<file path="src/rtl/aq_gemac_arp_responder_if.sv">
// MAC buffer bus seen by the ARP responder: RX buffer read side and
// TX buffer write side. master = responder, slave = MAC buffers.
interface aq_gemac_arp_responder_if;
  logic        RX_BUFF_RE;
  logic [31:0] RX_BUFF_DATA;
  logic        RX_BUFF_EMPTY;
  logic        RX_BUFF_VALID;
  logic [15:0] RX_BUFF_LENGTH;
  logic [15:0] RX_BUFF_STATUS;
  logic        TX_BUFF_WE;
  logic        TX_BUFF_START;
  logic        TX_BUFF_END;
  logic [31:0] TX_BUFF_DATA;
  logic        TX_BUFF_READY;
  logic        TX_BUFF_FULL;

  modport master (
    output RX_BUFF_RE,
    input  RX_BUFF_DATA, RX_BUFF_EMPTY, RX_BUFF_VALID, RX_BUFF_LENGTH, RX_BUFF_STATUS,
    output TX_BUFF_WE, TX_BUFF_START, TX_BUFF_END, TX_BUFF_DATA,
    input  TX_BUFF_READY, TX_BUFF_FULL
  );

  modport slave (
    input  RX_BUFF_RE,
    output RX_BUFF_DATA, RX_BUFF_EMPTY, RX_BUFF_VALID, RX_BUFF_LENGTH, RX_BUFF_STATUS,
    input  TX_BUFF_WE, TX_BUFF_START, TX_BUFF_END, TX_BUFF_DATA,
    output TX_BUFF_READY, TX_BUFF_FULL
  );
endinterface

</file>
<file path="src/rtl/aq_gemac_arp_responder.sv">
// Hardware ARP responder: reads each RX frame, answers ARP requests for the
// local IP with a 60-byte reply in the TX buffer, drains everything else.
module aq_gemac_arp_responder (
  input  logic                            CLK,
  input  logic                            RST_N,
  input  logic                            ENABLE,
  input  logic [47:0]                     MAC_ADDRESS,
  input  logic [31:0]                     IP_ADDRESS,
  aq_gemac_arp_responder_if.master        bus,
  output logic [15:0]                     REPLY_COUNT,
  output logic [15:0]                     DROP_COUNT
);

  typedef enum logic [2:0] {
    IDLE    = 3'd0,
    READ    = 3'd1,
    CHECK   = 3'd2,
    WAIT_TX = 3'd3,
    SEND    = 3'd4,
    GAP     = 3'd5
  } state_t;

  state_t      state;
  logic [15:0] frame_len;
  logic [15:0] frame_status;
  logic [16:0] words;      // RE cycles owed for the current frame
  logic [16:0] re_cnt;     // RE cycles issued so far (1-based)
  logic [16:0] rd_idx;     // index of the next word to arrive on VALID
  logic [3:0]  tx_idx;     // reply word being offered to the TX buffer

  // Captured request fields; byte 0 of each field is in bits [7:0]
  logic [31:0] type_htype;
  logic [31:0] ptype_len;
  logic [15:0] oper;
  logic [47:0] sha;
  logic [31:0] spa;
  logic [15:0] tpa_lo;
  logic [15:0] tpa_hi;

  logic [16:0] len_sum;
  logic [16:0] words_next;
  logic        match;
  logic [31:0] reply_word;

  // Word count of the head frame, never less than one word
  always_comb begin
    len_sum = {1'b0, bus.RX_BUFF_LENGTH} + 17'd3;
    if ((len_sum >> 2) == 17'd0) begin
      words_next = 17'd1;
    end else begin
      words_next = len_sum >> 2;
    end
  end

  // Request qualification evaluated in CHECK
  always_comb begin
    match = (frame_status == 16'd0) &&
            (frame_len >= 16'd42) &&
            ENABLE &&
            (type_htype == 32'h0100_0608) &&
            (ptype_len == 32'h0406_0008) &&
            (oper == 16'h0100) &&
            ({tpa_hi, tpa_lo} == IP_ADDRESS);
  end

  // Reply word selected by tx_idx; words 11..14 are padding
  always_comb begin
    case (tx_idx)
      4'd0:    reply_word = sha[31:0];
      4'd1:    reply_word = {MAC_ADDRESS[15:0], sha[47:32]};
      4'd2:    reply_word = MAC_ADDRESS[47:16];
      4'd3:    reply_word = 32'h0100_0608;
      4'd4:    reply_word = 32'h0406_0008;
      4'd5:    reply_word = {MAC_ADDRESS[15:0], 16'h0200};
      4'd6:    reply_word = MAC_ADDRESS[47:16];
      4'd7:    reply_word = IP_ADDRESS;
      4'd8:    reply_word = sha[31:0];
      4'd9:    reply_word = {spa[15:0], sha[47:32]};
      4'd10:   reply_word = {16'h0000, spa[31:16]};
      default: reply_word = 32'h0000_0000;
    endcase
  end

  // TX strobes: WE follows FULL combinationally so a stalled word is held
  always_comb begin
    if (state == SEND) begin
      bus.TX_BUFF_WE    = ~bus.TX_BUFF_FULL;
      bus.TX_BUFF_START = (tx_idx == 4'd0);
      bus.TX_BUFF_END   = (tx_idx == 4'd14);
      bus.TX_BUFF_DATA  = reply_word;
    end else begin
      bus.TX_BUFF_WE    = 1'b0;
      bus.TX_BUFF_START = 1'b0;
      bus.TX_BUFF_END   = 1'b0;
      bus.TX_BUFF_DATA  = 32'h0000_0000;
    end
  end

  // Frame sequencer: read, qualify, reply or drop, one frame at a time
  always_ff @(posedge CLK or negedge RST_N) begin
    if (!RST_N) begin
      state          <= IDLE;
      frame_len      <= 16'd0;
      frame_status   <= 16'd0;
      words          <= 17'd0;
      re_cnt         <= 17'd0;
      rd_idx         <= 17'd0;
      tx_idx         <= 4'd0;
      type_htype     <= 32'd0;
      ptype_len      <= 32'd0;
      oper           <= 16'd0;
      sha            <= 48'd0;
      spa            <= 32'd0;
      tpa_lo         <= 16'd0;
      tpa_hi         <= 16'd0;
      bus.RX_BUFF_RE <= 1'b0;
      REPLY_COUNT    <= 16'd0;
      DROP_COUNT     <= 16'd0;
    end else begin
      case (state)
        IDLE: begin
          if (!bus.RX_BUFF_EMPTY) begin
            frame_len      <= bus.RX_BUFF_LENGTH;
            frame_status   <= bus.RX_BUFF_STATUS;
            words          <= words_next;
            re_cnt         <= 17'd1;
            rd_idx         <= 17'd0;
            bus.RX_BUFF_RE <= 1'b1;
            state          <= READ;
          end
        end
        READ: begin
          if (bus.RX_BUFF_RE) begin
            if (re_cnt == words) begin
              bus.RX_BUFF_RE <= 1'b0;
            end else begin
              re_cnt <= re_cnt + 17'd1;
            end
          end
          if (bus.RX_BUFF_VALID) begin
            case (rd_idx)
              17'd3:   type_htype <= bus.RX_BUFF_DATA;
              17'd4:   ptype_len  <= bus.RX_BUFF_DATA;
              17'd5: begin
                oper       <= bus.RX_BUFF_DATA[15:0];
                sha[15:0]  <= bus.RX_BUFF_DATA[31:16];
              end
              17'd6:   sha[47:16] <= bus.RX_BUFF_DATA;
              17'd7:   spa        <= bus.RX_BUFF_DATA;
              17'd9:   tpa_lo     <= bus.RX_BUFF_DATA[31:16];
              17'd10:  tpa_hi     <= bus.RX_BUFF_DATA[15:0];
              default: begin end
            endcase
            rd_idx <= rd_idx + 17'd1;
            if (rd_idx == words - 17'd1) begin
              state <= CHECK;
            end
          end
        end
        CHECK: begin
          if (match) begin
            state <= WAIT_TX;
          end else begin
            DROP_COUNT <= DROP_COUNT + 16'd1;
            state      <= GAP;
          end
        end
        WAIT_TX: begin
          if (bus.TX_BUFF_READY) begin
            tx_idx <= 4'd0;
            state  <= SEND;
          end
        end
        SEND: begin
          if (!bus.TX_BUFF_FULL) begin
            if (tx_idx == 4'd14) begin
              tx_idx      <= 4'd0;
              REPLY_COUNT <= REPLY_COUNT + 16'd1;
              state       <= GAP;
            end else begin
              tx_idx <= tx_idx + 4'd1;
            end
          end
        end
        GAP: begin
          state <= IDLE;
        end
        default: begin
          state <= IDLE;
        end
      endcase
    end
  end

endmodule

</file>
<file path="src/flat_wrapper.sv">
// flat-port wrapper written by rule: the top's interface ports become plain ports
module aq_gemac_arp_responder_flat 
  (CLK, RST_N, ENABLE, MAC_ADDRESS, IP_ADDRESS, REPLY_COUNT, DROP_COUNT, bus_RX_BUFF_RE, bus_RX_BUFF_DATA, bus_RX_BUFF_EMPTY, bus_RX_BUFF_VALID, bus_RX_BUFF_LENGTH, bus_RX_BUFF_STATUS, bus_TX_BUFF_WE, bus_TX_BUFF_START, bus_TX_BUFF_END, bus_TX_BUFF_DATA, bus_TX_BUFF_READY, bus_TX_BUFF_FULL);
  aq_gemac_arp_responder_if bus_i ();
  input  logic CLK;
  input  logic RST_N;
  input  logic ENABLE;
  input  logic [47:0] MAC_ADDRESS;
  input  logic [31:0] IP_ADDRESS;
  output logic [15:0] REPLY_COUNT;
  output logic [15:0] DROP_COUNT;
  output wire logic [$bits(bus_i.RX_BUFF_RE)-1:0] bus_RX_BUFF_RE;
  input wire logic [$bits(bus_i.RX_BUFF_DATA)-1:0] bus_RX_BUFF_DATA;
  input wire logic [$bits(bus_i.RX_BUFF_EMPTY)-1:0] bus_RX_BUFF_EMPTY;
  input wire logic [$bits(bus_i.RX_BUFF_VALID)-1:0] bus_RX_BUFF_VALID;
  input wire logic [$bits(bus_i.RX_BUFF_LENGTH)-1:0] bus_RX_BUFF_LENGTH;
  input wire logic [$bits(bus_i.RX_BUFF_STATUS)-1:0] bus_RX_BUFF_STATUS;
  output wire logic [$bits(bus_i.TX_BUFF_WE)-1:0] bus_TX_BUFF_WE;
  output wire logic [$bits(bus_i.TX_BUFF_START)-1:0] bus_TX_BUFF_START;
  output wire logic [$bits(bus_i.TX_BUFF_END)-1:0] bus_TX_BUFF_END;
  output wire logic [$bits(bus_i.TX_BUFF_DATA)-1:0] bus_TX_BUFF_DATA;
  input wire logic [$bits(bus_i.TX_BUFF_READY)-1:0] bus_TX_BUFF_READY;
  input wire logic [$bits(bus_i.TX_BUFF_FULL)-1:0] bus_TX_BUFF_FULL;
  assign bus_RX_BUFF_RE = bus_i.RX_BUFF_RE;
  assign bus_i.RX_BUFF_DATA = bus_RX_BUFF_DATA;
  assign bus_i.RX_BUFF_EMPTY = bus_RX_BUFF_EMPTY;
  assign bus_i.RX_BUFF_VALID = bus_RX_BUFF_VALID;
  assign bus_i.RX_BUFF_LENGTH = bus_RX_BUFF_LENGTH;
  assign bus_i.RX_BUFF_STATUS = bus_RX_BUFF_STATUS;
  assign bus_TX_BUFF_WE = bus_i.TX_BUFF_WE;
  assign bus_TX_BUFF_START = bus_i.TX_BUFF_START;
  assign bus_TX_BUFF_END = bus_i.TX_BUFF_END;
  assign bus_TX_BUFF_DATA = bus_i.TX_BUFF_DATA;
  assign bus_i.TX_BUFF_READY = bus_TX_BUFF_READY;
  assign bus_i.TX_BUFF_FULL = bus_TX_BUFF_FULL;
  aq_gemac_arp_responder u_core (.CLK(CLK), .RST_N(RST_N), .ENABLE(ENABLE), .MAC_ADDRESS(MAC_ADDRESS), .IP_ADDRESS(IP_ADDRESS), .bus(bus_i), .REPLY_COUNT(REPLY_COUNT), .DROP_COUNT(DROP_COUNT));
endmodule
</file>
<file path="config.mk">
export PLATFORM = sky130hd
export DESIGN_NAME = aq_gemac_arp_responder_flat
export DESIGN_NICKNAME = d
export VERILOG_FILES = /design/src/rtl/aq_gemac_arp_responder_if.sv /design/src/rtl/aq_gemac_arp_responder.sv /design/src/flat_wrapper.sv
export SDC_FILE = /design/constraint.sdc
export NUM_CORES = 1
export LEC_CHECK = 0
export BUFFER_PORTS_ARGS = -buffer_cell sky130_fd_sc_hd__buf_2
export CORE_AREA = 2 2 158 199
export DETAILED_ROUTE_END_ITERATION = 8
export DIE_AREA = 0 0 160 201
export GPL_TIMING_DRIVEN = 1
export PLACE_DENSITY_LB_ADDON = 0.15
export SLEW_MARGIN = 20
export SYNTH_ARGS = -nofsm -noshare
export SYNTH_HDL_FRONTEND = slang
export SYNTH_SLANG_ARGS = --single-unit
</file>
<file path="constraint.sdc">
create_clock -name CLK -period 2.4 [get_ports CLK]
set_input_delay 0.24 -clock CLK [delete_from_list [all_inputs] [get_ports CLK]]
set_output_delay 0.24 -clock CLK [all_outputs]
set_load 0.005 [all_outputs]
</file>
==> flow_metrics.env <==
export IMPL_status="finished, violations left"
export IMPL_failed_checks="setup timing"
export IMPL_drc_violation_count_after_routing=0
export IMPL_worst_pin_slew_ns=0.673
export IMPL_placeableCoreArea_mm2=0.0304
export IMPL_timing_critical_path_slowest_stage_cell="sky130_fd_sc_hd__or4b_1"
export IMPL_fin_setup_tns_ns=-1.21
export IMPL_report_final_setup_viol=23
export IMPL_cpLargestDelayFamily="simple AND/OR/NAND/NOR gates"
export IMPL_power_static_leakage_nw=9.64
export IMPL_drt_wirelength_per_cell_um=21.9
export IMPL_syn_area_cell_um2=10.7
export IMPL_crit_buf_inv=0
export IMPL_synthMostInstantiatedCell="sky130_fd_sc_hd__dfrtp_1"
export IMPL_timing_hold_worst_class="input pin to flip-flop"
export IMPL_cts_buffer_depth=3
export IMPL_maxSlewHeadroom=0.551
export IMPL_worst_ep_arrival_time_ns=2.98
export IMPL_grt_setup_unrepaired="true"
export IMPL_synth_xor_xnor_area_share=0.0698
export IMPL_timing_worst_setup_path_type="flip-flop to flip-flop"
export IMPL_design_final_nets=1990
export IMPL_fraction_of_post_synthesis_cell_area_in_the_top_cell_type_by_area=0.502
export IMPL_power_per_cell_area_mw_per_mm2=1060
export IMPL_antenna_violating_nets_post_route=0
export IMPL_final_report_hold_violation_count=0
export IMPL_vdd_drop_max_v=0.000699
export IMPL_grt_antenna_before_repair=3
export IMPL_cts_made_buffers=34
export IMPL_end_kind="flip-flop"
export IMPL_achievable_frequency_mhz=390
export IMPL_timing_max_transition_violations_final=0
export IMPL_critical_path_max_stage_delay_ns=0.53
export IMPL_synth_nets=1611
export IMPL_dp_hpwl_mm=33.4
export IMPL_ys_types=67
export IMPL_setup_slack_ns=-0.161
export IMPL_timing_final_crit_period_ns=2.56
export IMPL_cts_htree_levels=2
export IMPL_synth_enable_flop_cells=0
export IMPL_syn2layout_area_growth_pct=34.1
export IMPL_clock_sinks=312
export IMPL_yosys_top_cells_area="sky130_fd_sc_hd__dfrtp_1, sky130_fd_sc_hd__mux2_2, sky130_fd_sc_hd__xnor2_1, sky130_fd_sc_hd__nand2_1, sky130_fd_sc_hd__a22oi_1"
export IMPL_yosys_area_share_adder=0.00644
export IMPL_dr_total_vias=13400
export IMPL_main_combinational_cell_family_by_area_after_synthesis="simple AND/OR/NAND/NOR gates"
export IMPL_routed_via_density=5.92
export IMPL_count_of_buffers_from_port_buffering=218
export IMPL_synth_seq_area_share=0.502
export IMPL_syn_instance_count=1452
export IMPL_first_pass_iters=7
export IMPL_tritoncts_clock_tree="built"
export IMPL_number_of_primary_i_o_pins=219
export IMPL_grt_total_usage=0.291
export IMPL_cp_required_ns=2.82
export IMPL_worst_clock_skew_ns=0.0141
export IMPL_start_util=0.511
export IMPL_finalCritPeriodShare=1.07
export IMPL_total_power_w=0.0222
export IMPL_aggregate_routed_wire_length_mm=49.5
export IMPL_synth_async_sr_flop_share=1.00
export IMPL_grt_overflow_total=0
export IMPL_synth_compound_area_share=0.0803
export IMPL_area_leader_netlist="sky130_fd_sc_hd__dfrtp_1"
export IMPL_grt_start_max_net_pins=69
export IMPL_drv_max_cap_violation_count=0
export IMPL_worstSkewPairLatency_ns=0.53
export IMPL_cp_cell_sequence="nor4_4 > nand4_1 > or4b_1 > a31o_2 > or4_1 > a311oi_1"
export IMPL_wire_length_of_the_first_global_routing_pass_mm=73.6
export IMPL_gp_routability_congestion=0.931
export IMPL_synth_mux_area_fraction=0.144
export IMPL_first_global_vias=13300
export IMPL_rows=72
export IMPL_cts_clk_pin_slew_worst_paths_ns=0.06
export IMPL_path_max_fanout=4
export IMPL_post_synthesis_sequential_element_count=312
export IMPL_synth_simple_gate_area_frac=0.171
export IMPL_synth_ff_type="sky130_fd_sc_hd__dfrtp_1"
export IMPL_drtIter0Drc=1030
export IMPL_die_width_um=160
export IMPL_drive_gt1_frac=0.414
export IMPL_synth_cell_area_mm2=0.0156
export IMPL_worst_setup_timing_slack_at_the_placement_stage_ns=-0.243
export IMPL_timing_critical_path_from_type="flip-flop"
export IMPL_area_of_the_die_mm2=0.0322
export IMPL_die_height_um=201
export IMPL_clock_tree_root_driver_cell="sky130_fd_sc_hd__clkbuf_16"
export IMPL_synth_warning_count=0
export IMPL_netlist_top_cells_count="sky130_fd_sc_hd__dfrtp_1, sky130_fd_sc_hd__nand2_1, sky130_fd_sc_hd__mux2_2"
==> power by group <==
part           internal, W  switching, W
Clock              0.00324       0.00211
Combinational      0.00432       0.00417
Sequential         0.00698       0.00138
Total               0.0145       0.00765
==> registers in the layout, indices dropped and copies added, names as in the netlist, 4 cells and up <==
register / flops
u_core.tx_idx: 4
u_core.re_cnt: 17
u_core.sha: 48
u_core.REPLY_COUNT: 16
u_core.words: 15
u_core.spa: 32
u_core.frame_len: 15
u_core.tpa_lo: 16
u_core.DROP_COUNT: 16
u_core.type_htype: 32
u_core.frame_status: 16
u_core.ptype_len: 32
u_core.tpa_hi: 16
u_core.rd_idx: 17
u_core.oper: 16
==> through the flow <==
step	hold slack, ns	utilization	instance area [um2]	cells
CTS	0.00286	0.653	19900	2224
global route	0.0261	0.685	20900	2258
floorplan	-0.0556	-	15600	1452
finish	0.0185	0.685	20900	2258
global placement	0.218	0.589	17900	2117
detailed placement	0.220	0.589	17900	2117
==> path summary, 6_finish.rpt <==
path,from,to,slack (ns),cells after the start
max in group asynchronous,RST_N,u_core.sha[39],1.38,3
worst max-delay path,u_core.words[3],u_core.state[1],-0.16,6
worst max register to register,u_core.words[3],u_core.state[1],-0.16,6
worst min-delay path,bus_RX_BUFF_LENGTH[10],u_core.frame_len[10],0.02,3
min in group asynchronous,RST_N,u_core.frame_len[2],0.25,2
worst min register to register,u_core.REPLY_COUNT[15],u_core.REPLY_COUNT[15],0.46,1
==> per-layer routing <==
| layer | track usage | up-vias | wire (um) |
|---|---|---|---|
| li1 | - | 5984 | - |
| met1 | 0.362 | 6676 | 19200 |
| met4 | 0.132 | 4 | 2370 |
| met5 | 0 | - | 26 |
| met3 | 0.0384 | 148 | 2940 |
| met2 | 0.508 | 546 | 25000 |
==> tightest hold or removal path, stage by stage <==
cell                      delay (ns)
sky130_fd_sc_hd__buf_2          0.15
sky130_fd_sc_hd__nand2_1        0.07
sky130_fd_sc_hd__nand2_1        0.04
==> area by class of cell <==
class,count,area [um2]
clock inverters,8,144
flip-flops and latches,312,7810
inverters,25,105
multi-input cells,1037,8130
clock buffers,47,971
repair buffers,421,3190
diodes,1,2.50
well taps,407,509
fillers,2333,9590
==> what timing repair did <==
item                                    in CTS  in global routing
endpoints found under the hold margin       77                  0
cloned                                       4                 10
endpoints found under the setup margin      54                177
buffers inserted                            22                 26
pin swaps                                   21                 74
resized for setup                           70                125
hold buffers                                26                  0
==> logic make-up after synthesis <==
| family | count (synthesis) |
|---|---|
| AOI/OAI and AO/OA | 186 |
| xor gates and xnor gates | 124 |
| adders and majority gates | 8 |
| buffers and inverters | 103 |
| DFF | 312 |
| muxes | 200 |
| and+or+nand+nor | 519 |
==> cells in the final DEF (no fill, tap or decap), types with 19 or more instances in the layout <==
master	instances
sky130_fd_sc_hd__mux2_2	190
sky130_fd_sc_hd__a22oi_2	26
sky130_fd_sc_hd__xor2_1	36
sky130_fd_sc_hd__buf_12	19
sky130_fd_sc_hd__nand2_1	189
sky130_fd_sc_hd__buf_6	25
sky130_fd_sc_hd__a31oi_1	21
sky130_fd_sc_hd__nor2_1	58
sky130_fd_sc_hd__nand4_1	37
sky130_fd_sc_hd__xnor2_1	86
sky130_fd_sc_hd__dlygate4sd3_1	26
sky130_fd_sc_hd__clkbuf_16	41
sky130_fd_sc_hd__buf_4	123
sky130_fd_sc_hd__inv_1	21
sky130_fd_sc_hd__o21ai_0	37
sky130_fd_sc_hd__a22oi_1	28
sky130_fd_sc_hd__buf_2	217
sky130_fd_sc_hd__nand3_1	33
sky130_fd_sc_hd__nor4_1	41
sky130_fd_sc_hd__dfrtp_1	309
Power figures use the tool's default switching activity.
